`src/rtl/uart_hex_tx_if.sv`:
```
// Byte-input handshake between a producer and the hex-report UART transmitter.
interface uart_hex_tx_if;
    logic       in_valid;
    logic       in_ready;
    logic [7:0] in_data;

    modport master (output in_valid, output in_data, input in_ready);
    modport slave  (input in_valid, input in_data, output in_ready);
endinterface

```
`src/rtl/uart_hex_tx.sv`:
```
// Serial hex reporter: each accepted byte is sent on the UART line as two
// uppercase ASCII hex digits followed by CR LF, characters back-to-back.
module uart_hex_tx #(
    parameter int CLK_HZ    = 50_000_000,
    parameter int BIT_RATE  = 9600,
    parameter int STOP_BITS = 1
) (
    input  logic          clk,
    input  logic          resetn,
    uart_hex_tx_if.slave  bus,
    output logic          uart_txd,
    output logic          busy
);

    localparam int CPB    = CLK_HZ / BIT_RATE;
    localparam int BAUD_W = (CPB > 1) ? $clog2(CPB) : 1;
    localparam logic [BAUD_W-1:0] BAUD_LAST = BAUD_W'(CPB - 1);
    localparam logic [2:0]        STOP_LAST = 3'(STOP_BITS - 1);
    localparam logic [2:0]        BIT_LAST  = 3'd7;
    localparam logic [1:0]        CHAR_LAST = 2'd3;

    if (CPB < 2) begin : g_cpb_check
        $fatal(1, "uart_hex_tx: CLK_HZ/BIT_RATE must be at least 2");
    end
    if ((STOP_BITS < 1) || (STOP_BITS > 2)) begin : g_stop_check
        $fatal(1, "uart_hex_tx: STOP_BITS must be 1 or 2");
    end

    typedef enum logic [1:0] {
        S_IDLE  = 2'd0,
        S_START = 2'd1,
        S_DATA  = 2'd2,
        S_STOP  = 2'd3
    } state_t;

    // ASCII code of one nibble, uppercase A-F.
    function automatic logic [7:0] hex_char(input logic [3:0] nib);
        logic [7:0] code;
        if (nib < 4'd10) begin
            code = 8'h30 + {4'h0, nib};
        end else begin
            code = 8'h37 + {4'h0, nib};
        end
        return code;
    endfunction

    // Character number idx of the message reporting byte b.
    function automatic logic [7:0] msg_char(input logic [1:0] idx, input logic [7:0] b);
        logic [7:0] ch;
        case (idx)
            2'd0:    ch = hex_char(b[7:4]);
            2'd1:    ch = hex_char(b[3:0]);
            2'd2:    ch = 8'h0D;
            default: ch = 8'h0A;
        endcase
        return ch;
    endfunction

    state_t              r_state;
    logic [BAUD_W-1:0]   r_baud;
    logic [2:0]          r_bit;      // data bit index, reused as stop-bit index
    logic [1:0]          r_char;
    logic [7:0]          r_byte;
    logic [7:0]          r_shift;    // remaining bits of the current character
    logic                r_txd;
    logic                r_in_ready;
    logic                r_busy;

    state_t              w_state_nxt;
    logic [BAUD_W-1:0]   w_baud_nxt;
    logic [2:0]          w_bit_nxt;
    logic [1:0]          w_char_nxt;
    logic [7:0]          w_byte_nxt;
    logic [7:0]          w_shift_nxt;
    logic                w_txd_nxt;
    logic                w_baud_end;

    assign w_baud_end   = (r_baud == BAUD_LAST);
    assign bus.in_ready = r_in_ready;
    assign uart_txd     = r_txd;
    assign busy         = r_busy;

    // Next-state, counter and line-level decode; the line value is computed
    // one cycle ahead so the registered output changes exactly on bit edges.
    always_comb begin
        w_state_nxt = r_state;
        w_baud_nxt  = r_baud;
        w_bit_nxt   = r_bit;
        w_char_nxt  = r_char;
        w_byte_nxt  = r_byte;
        w_shift_nxt = r_shift;
        w_txd_nxt   = r_txd;
        case (r_state)
            S_IDLE: begin
                w_txd_nxt = 1'b1;
                if (bus.in_valid && r_in_ready) begin
                    w_byte_nxt  = bus.in_data;
                    w_shift_nxt = msg_char(2'd0, bus.in_data);
                    w_baud_nxt  = '0;
                    w_bit_nxt   = 3'd0;
                    w_char_nxt  = 2'd0;
                    w_txd_nxt   = 1'b0;
                    w_state_nxt = S_START;
                end else begin
                    w_state_nxt = S_IDLE;
                end
            end
            S_START: begin
                if (w_baud_end) begin
                    w_baud_nxt  = '0;
                    w_bit_nxt   = 3'd0;
                    w_txd_nxt   = r_shift[0];
                    w_state_nxt = S_DATA;
                end else begin
                    w_baud_nxt  = r_baud + BAUD_W'(1);
                end
            end
            S_DATA: begin
                if (w_baud_end) begin
                    w_baud_nxt = '0;
                    if (r_bit == BIT_LAST) begin
                        w_bit_nxt   = 3'd0;
                        w_txd_nxt   = 1'b1;
                        w_state_nxt = S_STOP;
                    end else begin
                        w_bit_nxt   = r_bit + 3'd1;
                        w_shift_nxt = {1'b0, r_shift[7:1]};
                        w_txd_nxt   = r_shift[1];
                    end
                end else begin
                    w_baud_nxt = r_baud + BAUD_W'(1);
                end
            end
            S_STOP: begin
                if (w_baud_end) begin
                    w_baud_nxt = '0;
                    if (r_bit == STOP_LAST) begin
                        w_bit_nxt = 3'd0;
                        if (r_char == CHAR_LAST) begin
                            w_char_nxt  = 2'd0;
                            w_txd_nxt   = 1'b1;
                            w_state_nxt = S_IDLE;
                        end else begin
                            w_char_nxt  = r_char + 2'd1;
                            w_shift_nxt = msg_char(r_char + 2'd1, r_byte);
                            w_txd_nxt   = 1'b0;
                            w_state_nxt = S_START;
                        end
                    end else begin
                        w_bit_nxt = r_bit + 3'd1;
                    end
                end else begin
                    w_baud_nxt = r_baud + BAUD_W'(1);
                end
            end
            default: begin
                w_state_nxt = S_IDLE;
                w_baud_nxt  = '0;
                w_bit_nxt   = 3'd0;
                w_char_nxt  = 2'd0;
                w_txd_nxt   = 1'b1;
            end
        endcase
    end

    // State, counters and registered outputs; reset aborts any message.
    always_ff @(posedge clk) begin
        if (!resetn) begin
            r_state    <= S_IDLE;
            r_baud     <= '0;
            r_bit      <= 3'd0;
            r_char     <= 2'd0;
            r_byte     <= 8'h00;
            r_shift    <= 8'h00;
            r_txd      <= 1'b1;
            r_in_ready <= 1'b0;
            r_busy     <= 1'b0;
        end else begin
            r_state    <= w_state_nxt;
            r_baud     <= w_baud_nxt;
            r_bit      <= w_bit_nxt;
            r_char     <= w_char_nxt;
            r_byte     <= w_byte_nxt;
            r_shift    <= w_shift_nxt;
            r_txd      <= w_txd_nxt;
            r_in_ready <= (w_state_nxt == S_IDLE);
            r_busy     <= (w_state_nxt != S_IDLE);
        end
    end

endmodule

```
`src/flat_wrapper.sv`:
```
// flat-port wrapper written by rule: the top's interface ports become plain ports
module uart_hex_tx_flat 
#(
    parameter int CLK_HZ    = 50_000_000,
    parameter int BIT_RATE  = 9600,
    parameter int STOP_BITS = 1
)
  (clk, resetn, uart_txd, busy, bus_in_valid, bus_in_data, bus_in_ready);
  uart_hex_tx_if bus_i ();
  input  logic clk;
  input  logic resetn;
  output logic uart_txd;
  output logic busy;
  input wire logic [$bits(bus_i.in_valid)-1:0] bus_in_valid;
  input wire logic [$bits(bus_i.in_data)-1:0] bus_in_data;
  output wire logic [$bits(bus_i.in_ready)-1:0] bus_in_ready;
  assign bus_i.in_valid = bus_in_valid;
  assign bus_i.in_data = bus_in_data;
  assign bus_in_ready = bus_i.in_ready;
  uart_hex_tx #(.CLK_HZ(CLK_HZ), .BIT_RATE(BIT_RATE), .STOP_BITS(STOP_BITS)) u_core (.clk(clk), .resetn(resetn), .bus(bus_i), .uart_txd(uart_txd), .busy(busy));
endmodule
```
`config.mk`:
```
export PLATFORM = sky130hd
export DESIGN_NAME = uart_hex_tx_flat
export DESIGN_NICKNAME = d
export VERILOG_FILES = /design/src/rtl/uart_hex_tx_if.sv /design/src/rtl/uart_hex_tx.sv /design/src/flat_wrapper.sv
export SDC_FILE = /design/constraint.sdc
export NUM_CORES = 1
export LEC_CHECK = 0
export ABC_AREA = 1
export CORE_MARGIN = 2
export CORE_UTILIZATION = 60
export CTS_CLUSTER_DIAMETER = 40
export DETAILED_ROUTE_END_ITERATION = 16
export HOLD_SLACK_MARGIN = 0.08
export PLACE_DENSITY = 0.89
export REMOVE_ABC_BUFFERS = 1
export SYNTH_ARGS = -nofsm -noshare
export SYNTH_HDL_FRONTEND = slang
export SYNTH_SLANG_ARGS = --single-unit
```
`constraint.sdc`:
```
create_clock -name clk -period 4.2 [get_ports clk]
set_clock_uncertainty 0.2 [all_clocks]
set_input_delay 1.05 -clock clk [delete_from_list [all_inputs] [get_ports clk]]
set_output_delay 1.05 -clock clk [all_outputs]
set_load 0.03 [all_outputs]
```
==> summary.txt, run 1 <==
Status -> finished, final reports clean
Setup crit start kind -> input pin
Internal -> 564 uW
Filler Cells Inserted -> 289
Cts bufs inserted -> 5
CTS tree -> done
Clk slew on worst S/H paths -> 80 ps
Later-pin clock latency in the skew report -> 300 ps
Sequential power share -> 49.4%
First-pass GRT wire length -> 8.69 mm
Worst Setup Slack, final -> 1530 ps
Initial antenna violation count -> 0
Pwr/cell area -> 315 nW/um^2
Fin nets -> 387
Synth area leaders -> dfxtp_1 33%, nand2_1 13%, a21oi_1 8.7%
Worst-case hold slack -> 273 ps
Syn Inst Count -> 350
Max capacitance violation total -> 0
H-tree depth -> 2
Synthesized area -> 2290 sq um
CP max FO -> 11
DR vias -> 2,307
Clock sinks -> 38
Sw Share -> 30.0%
Layout area overhead -> 11.5%
Synth cell types -> 31
Slowest cell on crit path -> nor2_1
Slew Limit Headroom -> 58.5%
Critical-path cell list -> clkdlybuf4s50_1 -> nand2_1 -> nor2_1 -> inv_1 -> o21ai_0 -> a21oi_1
Worst Path Required -> 4190 ps
CTS root buf -> clkbuf_8
Clock power frac -> 33.8%
XOR/XNOR Fraction of Synth Area -> 0.765%
Peak VDD IR -> 0.342 mV
Reg2Reg Setup Slack -> 2080 ps
Hold crit path type -> register to register
Sequential fraction of the synthesis area -> 33.2%
RSZ-0062 raised after global routing -> false
Critical Path AT -> 2660 ps
Die Area -> 4320 sq um
First-pass DRT Iterations -> 5
CTS Hold Bufs -> 0
Starting Density -> 62.5%
WS Path Type -> input pin to register
Share of post-route cells with drive strength above 1 -> 6.01%
Post-synth EDFFs -> 0
Die width -> 65.8 microns
Port Buffers -> 13
IO Count -> 14
GRT Total Usage -> 25.9%
Final GP Congestion -> 0.954
Hold path depth -> 2
Drt wl/cell -> 12.5 microns
Synth Area in Compound Gates -> 20.6%
Synth Register Bits -> 38
Leakage -> 1.09 nW
Post-CTS sizing -> 0
Final min period -> 2670 ps
DRC viols -> 0
Most frequent cell after synthesis -> nand2_1
Most frequent cells after synthesis -> 82 x nand2_1, 51 x inv_1, 40 x a21oi_1
Detailed placement HPWL -> 3.76 mm
Final WL -> 5.16 mm
Hold Violations, Final -> 0
Setup repair bufs after CTS -> 0
Worst reg2reg path depth -> 6
Row count -> 22
Slew @ Worst Pin -> 621 ps
Clk buf depth -> 2
Post-synth ARST share -> 0%
Initial DRC Count -> 217
Core area -> 3660 sq um
Drt via density -> 5.57
Post-route setup TNS -> 0 ps
Synth Area in Adders -> 6.01%
GR Overflow Total -> 0
Largest family of logic cells by synthesized area -> simple AND/OR/NAND/NOR gates
Logic pwr share -> 16.8%
Post-Synth Simple-Gate Area -> 29.1%
Primary FF master, synth -> dfxtp_1
DP Worst Slack -> 1220 ps
Antenna diodes -> 0
Max stage delay on crit path -> 500 ps
Yosys top cell area share -> 33.2%
Sw Pwr -> 242 uW
Synth warnings -> 0
Vias in the first global route -> 2,013
Final Power -> 805 uW
Post-synthesis mux area share -> 0%
Die H -> 65.8 microns
Avg Cell Area, Syn -> 6.54 sq um
Final antenna-violating net count -> 0
Crit end category -> register
Max Slew Vio Count -> 0
Largest net degree at the start of global routing -> 22
Final setup violation count -> 0
Fmax -> 375 MHz
Dominant cell type by area after synthesis -> dfxtp_1
Tcrit/Tclk final -> 63.5%
[cell usage in the layout, fill, tap and decap left out]
master | Yosys | final
o21ai_0 | 27 | 27
o211ai_1 | 6 | 6
clkdlybuf4s50_1 | 0 | 13
clkinv_2 | 1 | 2
nand4_1 | 5 | 5
o21bai_4 | 1 | 1
o21bai_1 | 1 | 1
a21oi_1 | 40 | 40
nand2_2 | 3 | 3
o21ai_1 | 1 | 1
buf_4 | 1 | 1
nor2_2 | 2 | 2
a211oi_1 | 3 | 3
xor2_1 | 2 | 2
clkinvlp_4 | 0 | 1
dfxtp_1 | 38 | 38
nand2_4 | 1 | 1
nand3_1 | 26 | 26
or2_2 | 1 | 1
nand3_4 | 1 | 1
ha_1 | 11 | 11
nor2_1 | 29 | 29
clkbuf_8 | 0 | 6
o311ai_0 | 1 | 1
and2_1 | 1 | 1
clkinv_1 | 1 | 1
nor3_1 | 3 | 3
o22ai_1 | 3 | 3
inv_1 | 51 | 51
inv_2 | 2 | 2
a21oi_2 | 1 | 1
nand2_1 | 82 | 82
[logic make-up after synthesis]
group | count (synthesis)
fa+ha+maj | 11
buf+inv | 61
flops | 38
simple gates | 154
xor+xnor | 2
compound gates | 84
[final timing paths]
| path | from | end |
|---|---|---|
| min reg2reg | u_core.r_shift[4] | u_core.r_shift[4] |
| max reg2reg | u_core.r_state[1] | u_core.r_byte[3] |
| min | u_core.r_shift[4] | u_core.r_shift[4] |
| max | bus_in_valid | u_core.r_byte[3] |
[power by group through the flow]
stage / sequential (mW) / clock, mW / combinational, mW
2_1_floorplan: 0.407 / 0 / 0.0877
3_3_place_gp: 0.405 / 0 / 0.131
3_5_place_dp: 0.406 / 0 / 0.133
4_1_cts: 0.397 / 0.274 / 0.134
5_1_grt: 0.400 / 0.291 / 0.152
6_report: 0.398 / 0.272 / 0.135
[registers in the layout, summed over array words and instances, names as in the netlist]
name	count
u_core.r_baud	13
u_core.r_byte	8
u_core.r_shift	7
u_core.r_bit	3
u_core.r_char	2
u_core.r_state	2
u_core.bus.in_ready	1
u_core.busy	1
u_core.uart_txd	1
[area by class of cell]
cell class                 instances  area [sq um]  share of cell area, %
timing repair buffer              14           138                   5.39
multi-input combinational        251          1290                   50.6
tap                               48          60.1                   2.35
clock buffer                       6          82.6                   3.24
inverter                          55           208                   8.14
clock inverter                     2          12.5                  0.490
sequential                        38           761                   29.8
[metrics by stage]
stage / area (sq um) / util (%) / cells
after detailed placement: 2460 / 67.1 / 406
after CTS: 2550 / 69.7 / 414
after global placement: 2460 / 67.1 / 406
after global routing: 2550 / 69.7 / 414
after floorplan: 2260 / - / 344
final: 2550 / 69.7 / 414
[worst max-delay path: cells and delay by family]
| family | cells | cell delay (ps) |
|---|---|---|
| buffers and inverters | 2 | 750 |
| AO/OA/AOI/OAI | 2 | 280 |
| AND/OR/NAND/NOR | 2 | 570 |
[per-layer routing]
layer | track usage (%) | routed length (microns) | up-vias
met2 | 39.0 | 2230 | 88
met1 | 36.3 | 2450 | 1040
met3 | 7.19 | 406 | 7
met5 | 0 | 0 | -
li1 | - | - | 1172
met4 | 7.29 | 72 | 0
No activity file was read; power rests on OpenSTA's default activity.
==> run 2: changes to the inputs <==
Settings changed: CORE_UTILIZATION 60 to 59, PLACE_DENSITY 0.89 to 0.88.
Clock period 4.2 ns to 2.5 ns, I/O delays scaled along.
==> summary.txt, run 2 (synthesized netlist as in run 1, its figures left out) <==
Status -> finished, final reports clean
Max FFs per register -> 13 (unchanged)
Most common cell after layout, fill and taps aside -> nand2_1
Setup crit start kind -> register
Hold Violations, Final -> 0 (unchanged)
Leakage -> 1.10 nW (+1.4%)
Largest regs -> u_core.r_baud (13), u_core.r_byte (8), u_core.r_shift (7)
Clk buf depth -> 2 (unchanged)
GRT Total Usage -> 27.4% (+1.5 points)
Slew @ Worst Pin -> 360 ps (-261 ps)
Layout area overhead -> 12.4%
CTS tree -> done
Final setup violation count -> 0 (unchanged)
Max Slew Vio Count -> 0 (unchanged)
CTS Hold Bufs -> 0 (unchanged)
Final GP Congestion -> 0.977 (+2.4%)
Antenna diodes -> 0 (unchanged)
Vias in the first global route -> 2,142 (+6.4%)
Slew Limit Headroom -> 75.8% (+17 points)
CP max FO -> 2 (-9)
Fin nets -> 390 (+0.78%)
Clk slew on worst S/H paths -> 80 ps (about the same)
Critical Path AT -> 1300 ps (-1360 ps)
DRC viols -> 0 (unchanged)
DP Worst Slack -> 163 ps (-1060 ps)
Post-CTS sizing -> 0 (unchanged)
Drt wl/cell -> 12.8 microns (+2.7%)
Initial DRC Count -> 159 (-27%)
Cts bufs inserted -> 5 (unchanged)
Slowest cell on crit path -> clkdlybuf4s50_1
Worst Setup Slack, final -> 372 ps (-1160 ps)
Final antenna-violating net count -> 0 (unchanged)
Worst-case hold slack -> 268 ps (-5.03 ps)
Share of post-route cells with drive strength above 1 -> 6.50% (+0.49 points)
Setup repair bufs after CTS -> 0 (unchanged)
H-tree depth -> 2 (unchanged)
Detailed placement HPWL -> 4.06 mm (+8.0%)
Row count -> 22 (unchanged)
Core area -> 3690 sq um (+0.75%)
Largest net degree at the start of global routing -> 21 (-4.5%)
Max stage delay on crit path -> 670 ps (+170 ps)
Die Area -> 4390 sq um (+1.6%)
Die H -> 66.3 microns (+0.79%)
Reg with most FFs -> u_core.r_baud
Clock sinks -> 38 (unchanged)
IO Count -> 14 (unchanged)
Final min period -> 2130 ps
First-pass GRT wire length -> 9.30 mm (+7.0%)
Peak VDD IR -> 0.456 mV (+33%)
Drt via density -> 5.54 (-0.63%)
Post-route setup TNS -> 0 ps (unchanged)
CTS root buf -> clkbuf_8
WS Path Type -> register to output pin
CP top delay family -> buffers and inverters
Cell area after layout -> 2570 sq um (+0.74%)
Post-Place Cell Area -> 2480 sq um (+0.92%)
Number of placed instances with taps included -> 409 (+0.74%)
Hold crit path type -> register to register
Max capacitance violation total -> 0 (unchanged)
Pwr/cell area -> 521 nW/um^2 (+65%)
Die width -> 66.3 microns (+0.79%)
Crit path buffers/inverters -> 1 (-1)
Critical-path cell list -> clkdlybuf4s50_1
DR vias -> 2,309 (+0.087%)
Initial antenna violation count -> 0 (unchanged)
Tcrit/Tclk final -> 85.1%
GR Overflow Total -> 0 (unchanged)
Starting Density -> 62.0% (-0.47 points)
Most frequent cells in the layout -> 82 x nand2_1, 51 x inv_1, 40 x a21oi_1
RSZ-0062 raised after global routing -> false
Fmax -> 470 MHz
Reg2Reg Setup Slack -> 550 ps (-1530 ps)
Filler Cells Inserted -> 337 (+17%)
First-pass DRT Iterations -> 4 (-1)
Port Buffers -> 13 (unchanged)
Worst Path Required -> 1670 ps (-2520 ps)
Final WL -> 5.34 mm (+3.5%)
Later-pin clock latency in the skew report -> 290 ps (about the same)
Final Instance Count excl. Fillers -> 417 (+0.72%)
Crit end category -> output pin
## run 2: changes by cell type in the layout (fill, tap and decap cells not counted)
| cell | delta |
|---|---|
| buf_4 | +3 |
| clkbuf_1 | +1 |
| clkinvlp_4 | -1 |
## run 2: tightest hold or removal path, stage by stage (launching register included)
cell and delay (ps):
dfxtp_1 320, nand2_1 60, a21oi_1 50
## run 2: where the power goes
part	total (mW)	switching [mW]	internal [mW]
Clock	0.436	0.213	0.223
Sequential	0.667	0.0250	0.642
Combinational	0.237	0.149	0.0883
Total	1.34	0.387	0.953
## run 2: final timing paths
check,endpoint,cells after the start,startpoint
worst max register to register,u_core.r_shift[0],10,u_core.r_baud[0]
worst max-delay path,uart_txd,1,u_core.uart_txd
worst min register to register,u_core.r_baud[11],2,u_core.r_baud[11]
worst min-delay path,u_core.r_baud[11],2,u_core.r_baud[11]
## run 2: area by class of cell
cell class                 instances  area (sq um)  share of cell area [%]
timing repair buffer              17           160                    6.23
sequential                        38           761                    29.6
inverter                          55           208                    8.08
tap                               48          60.1                    2.34
multi-input combinational        251          1290                    50.2
clock inverter                     1          5.00                   0.195
clock buffer                       7          86.3                    3.36
## run 2: through the flow
| step | utilization (%) | power, mW |
|---|---|---|
| 2_1_floorplan | - | 0.831 |
| 3_3_place_gp | 67.2 | 0.905 |
| 3_5_place_dp | 67.2 | 0.915 |
| 4_1_cts | 69.7 | 1.34 |
| 5_1_grt | 69.7 | 1.41 |
| 6_report | 69.7 | 1.34 |
## run 2: routing by layer
layer	vias to the layer above	track usage, %	routed length [microns]
li1	1179	-	-
met1	1063	37.1	2570
met2	62	44.4	2390
met3	5	5.79	328
met4	0	7.14	50
met5	-	0	0
==> run 3: changes to the inputs <==
Settings changed: RECOVER_POWER set to 50.
==> summary.txt, run 3 (synthesized netlist as in run 1, its figures left out) <==
Worst Path Required -> 1670 ps (about the same)
DRC viols -> 0 (unchanged)
Final setup violation count -> 0 (unchanged)
Drt via density -> 5.60 (+1.2%)
Clock sinks -> 38 (unchanged)
Largest regs -> u_core.r_baud (13), u_core.r_byte (8), u_core.r_shift (7)
WS Path Type -> register to output pin
Fmax -> 471 MHz (+0.17%)
Die Area -> 4390 sq um (unchanged)
Final Power -> 1.34 mW (-0.16%)
Max stage delay on crit path -> 670 ps (about the same)
Final antenna-violating net count -> 0 (unchanged)
First-pass DRT Iterations -> 5 (+1)
Share of post-route cells with drive strength above 1 -> 5.42% (-1.1 points)
Critical-path cell list -> clkdlybuf4s50_1
Slew @ Worst Pin -> 360 ps (+0.757 ps)
Detailed placement HPWL -> 4.06 mm (unchanged)
Peak VDD IR -> 0.457 mV (+0.26%)
Hold Violations, Final -> 0 (unchanged)
Port Buffers -> 13 (unchanged)
Setup repair bufs after CTS -> 0 (unchanged)
Status -> finished, final reports clean
Initial antenna violation count -> 0 (unchanged)
Slowest cell on crit path -> clkdlybuf4s50_1
Starting Density -> 62.0% (unchanged)
Final GP Congestion -> 0.977 (unchanged)
Pwr/cell area -> 522 nW/um^2 (+0.24%)
Largest net degree at the start of global routing -> 21 (unchanged)
CTS root buf -> clkbuf_8
IO Count -> 14 (unchanged)
Final WL -> 5.38 mm (+0.82%)
Initial DRC Count -> 164 (+3.1%)
Most frequent cells in the layout -> 83 x nand2_1, 52 x inv_1, 40 x a21oi_1
RSZ-0062 raised after global routing -> false
Clk slew on worst S/H paths -> 80 ps (about the same)
Max capacitance violation total -> 0 (unchanged)
CP top delay family -> buffers and inverters
Final Instance Count excl. Fillers -> 417 (unchanged)
GRT Total Usage -> 27.4% (unchanged)
Hold crit path type -> register to register
First-pass GRT wire length -> 9.30 mm (unchanged)
Reg with most FFs -> u_core.r_baud
Post-route setup TNS -> 0 ps (unchanged)
Clk buf depth -> 2 (unchanged)
DR vias -> 2,336 (+1.2%)
Max Slew Vio Count -> 0 (unchanged)
Fin util -> 69.4% (-0.27 points)
Crit path buffers/inverters -> 1 (unchanged)
Max FFs per register -> 13 (unchanged)
Die H -> 66.3 microns (unchanged)
CTS tree -> done
Die width -> 66.3 microns (unchanged)
Layout area overhead -> 11.9%
GR Overflow Total -> 0 (unchanged)
Post-CTS sizing -> 0 (unchanged)
Core area -> 3690 sq um (unchanged)
CP max FO -> 2 (unchanged)
Most common cell after layout, fill and taps aside -> nand2_1
Number of placed instances with taps included -> 409 (unchanged)
Crit end category -> output pin
H-tree depth -> 2 (unchanged)
Vias in the first global route -> 2,142 (unchanged)
Later-pin clock latency in the skew report -> 290 ps (about the same)
Antenna diodes -> 0 (unchanged)
Drt wl/cell -> 12.9 microns (+0.82%)
Final min period -> 2120 ps (-3.65 ps)
Slew Limit Headroom -> 75.7% (about the same)
Fin nets -> 390 (unchanged)
Leakage -> 1.10 nW (-0.48%)
Tcrit/Tclk final -> 85.0% (-0.15 points)
Setup crit start kind -> register
Worst-case hold slack -> 270 ps (+1.99 ps)
Critical Path AT -> 1300 ps (about the same)
Cts bufs inserted -> 5 (unchanged)
CTS Hold Bufs -> 0 (unchanged)
Row count -> 22 (unchanged)
## run 3: stage by stage
| stage | setup slack [ps] | instance area (sq um) |
|---|---|---|
| after floorplan | 752 | 2260 |
| after global placement | 225 | 2480 |
| after detailed placement | 163 | 2480 |
| after CTS | 361 | 2570 |
| after global routing | 230 | 2560 |
| final | 376 | 2560 |
## run 3: final timing paths
check                    start           endpoint  slack (ps)  depth (start not counted)
max            u_core.uart_txd           uart_txd         380                          1
max reg2reg   u_core.r_baud[0]   u_core.r_baud[9]         500                         10
min reg2reg  u_core.r_baud[11]  u_core.r_baud[11]         270                          2
min          u_core.r_baud[11]  u_core.r_baud[11]         270                          2
## run 3: final cells by class
class / count / area, sq um
repair buffers: 17 / 153
multi-input cells: 251 / 1290
inverters: 55 / 208
clock buffers: 7 / 86.3
flip-flops and latches: 38 / 761
clock inverters: 1 / 5.00
well taps: 48 / 60.1
fillers: 342 / 1130
## run 3: routing by layer
layer / track usage [%] / share of wire [%]
met2: 44.4 / 44
met3: 5.79 / 7.1
met5: 0 / 0
met4: 7.14 / 1.2
met1: 37.1 / 47
## run 3: where the power goes
part	switching [mW]	internal, mW	total [mW]
combinational	0.148	0.0850	0.233
clock	0.215	0.223	0.438
sequential	0.0250	0.642	0.667
total	0.389	0.949	1.34
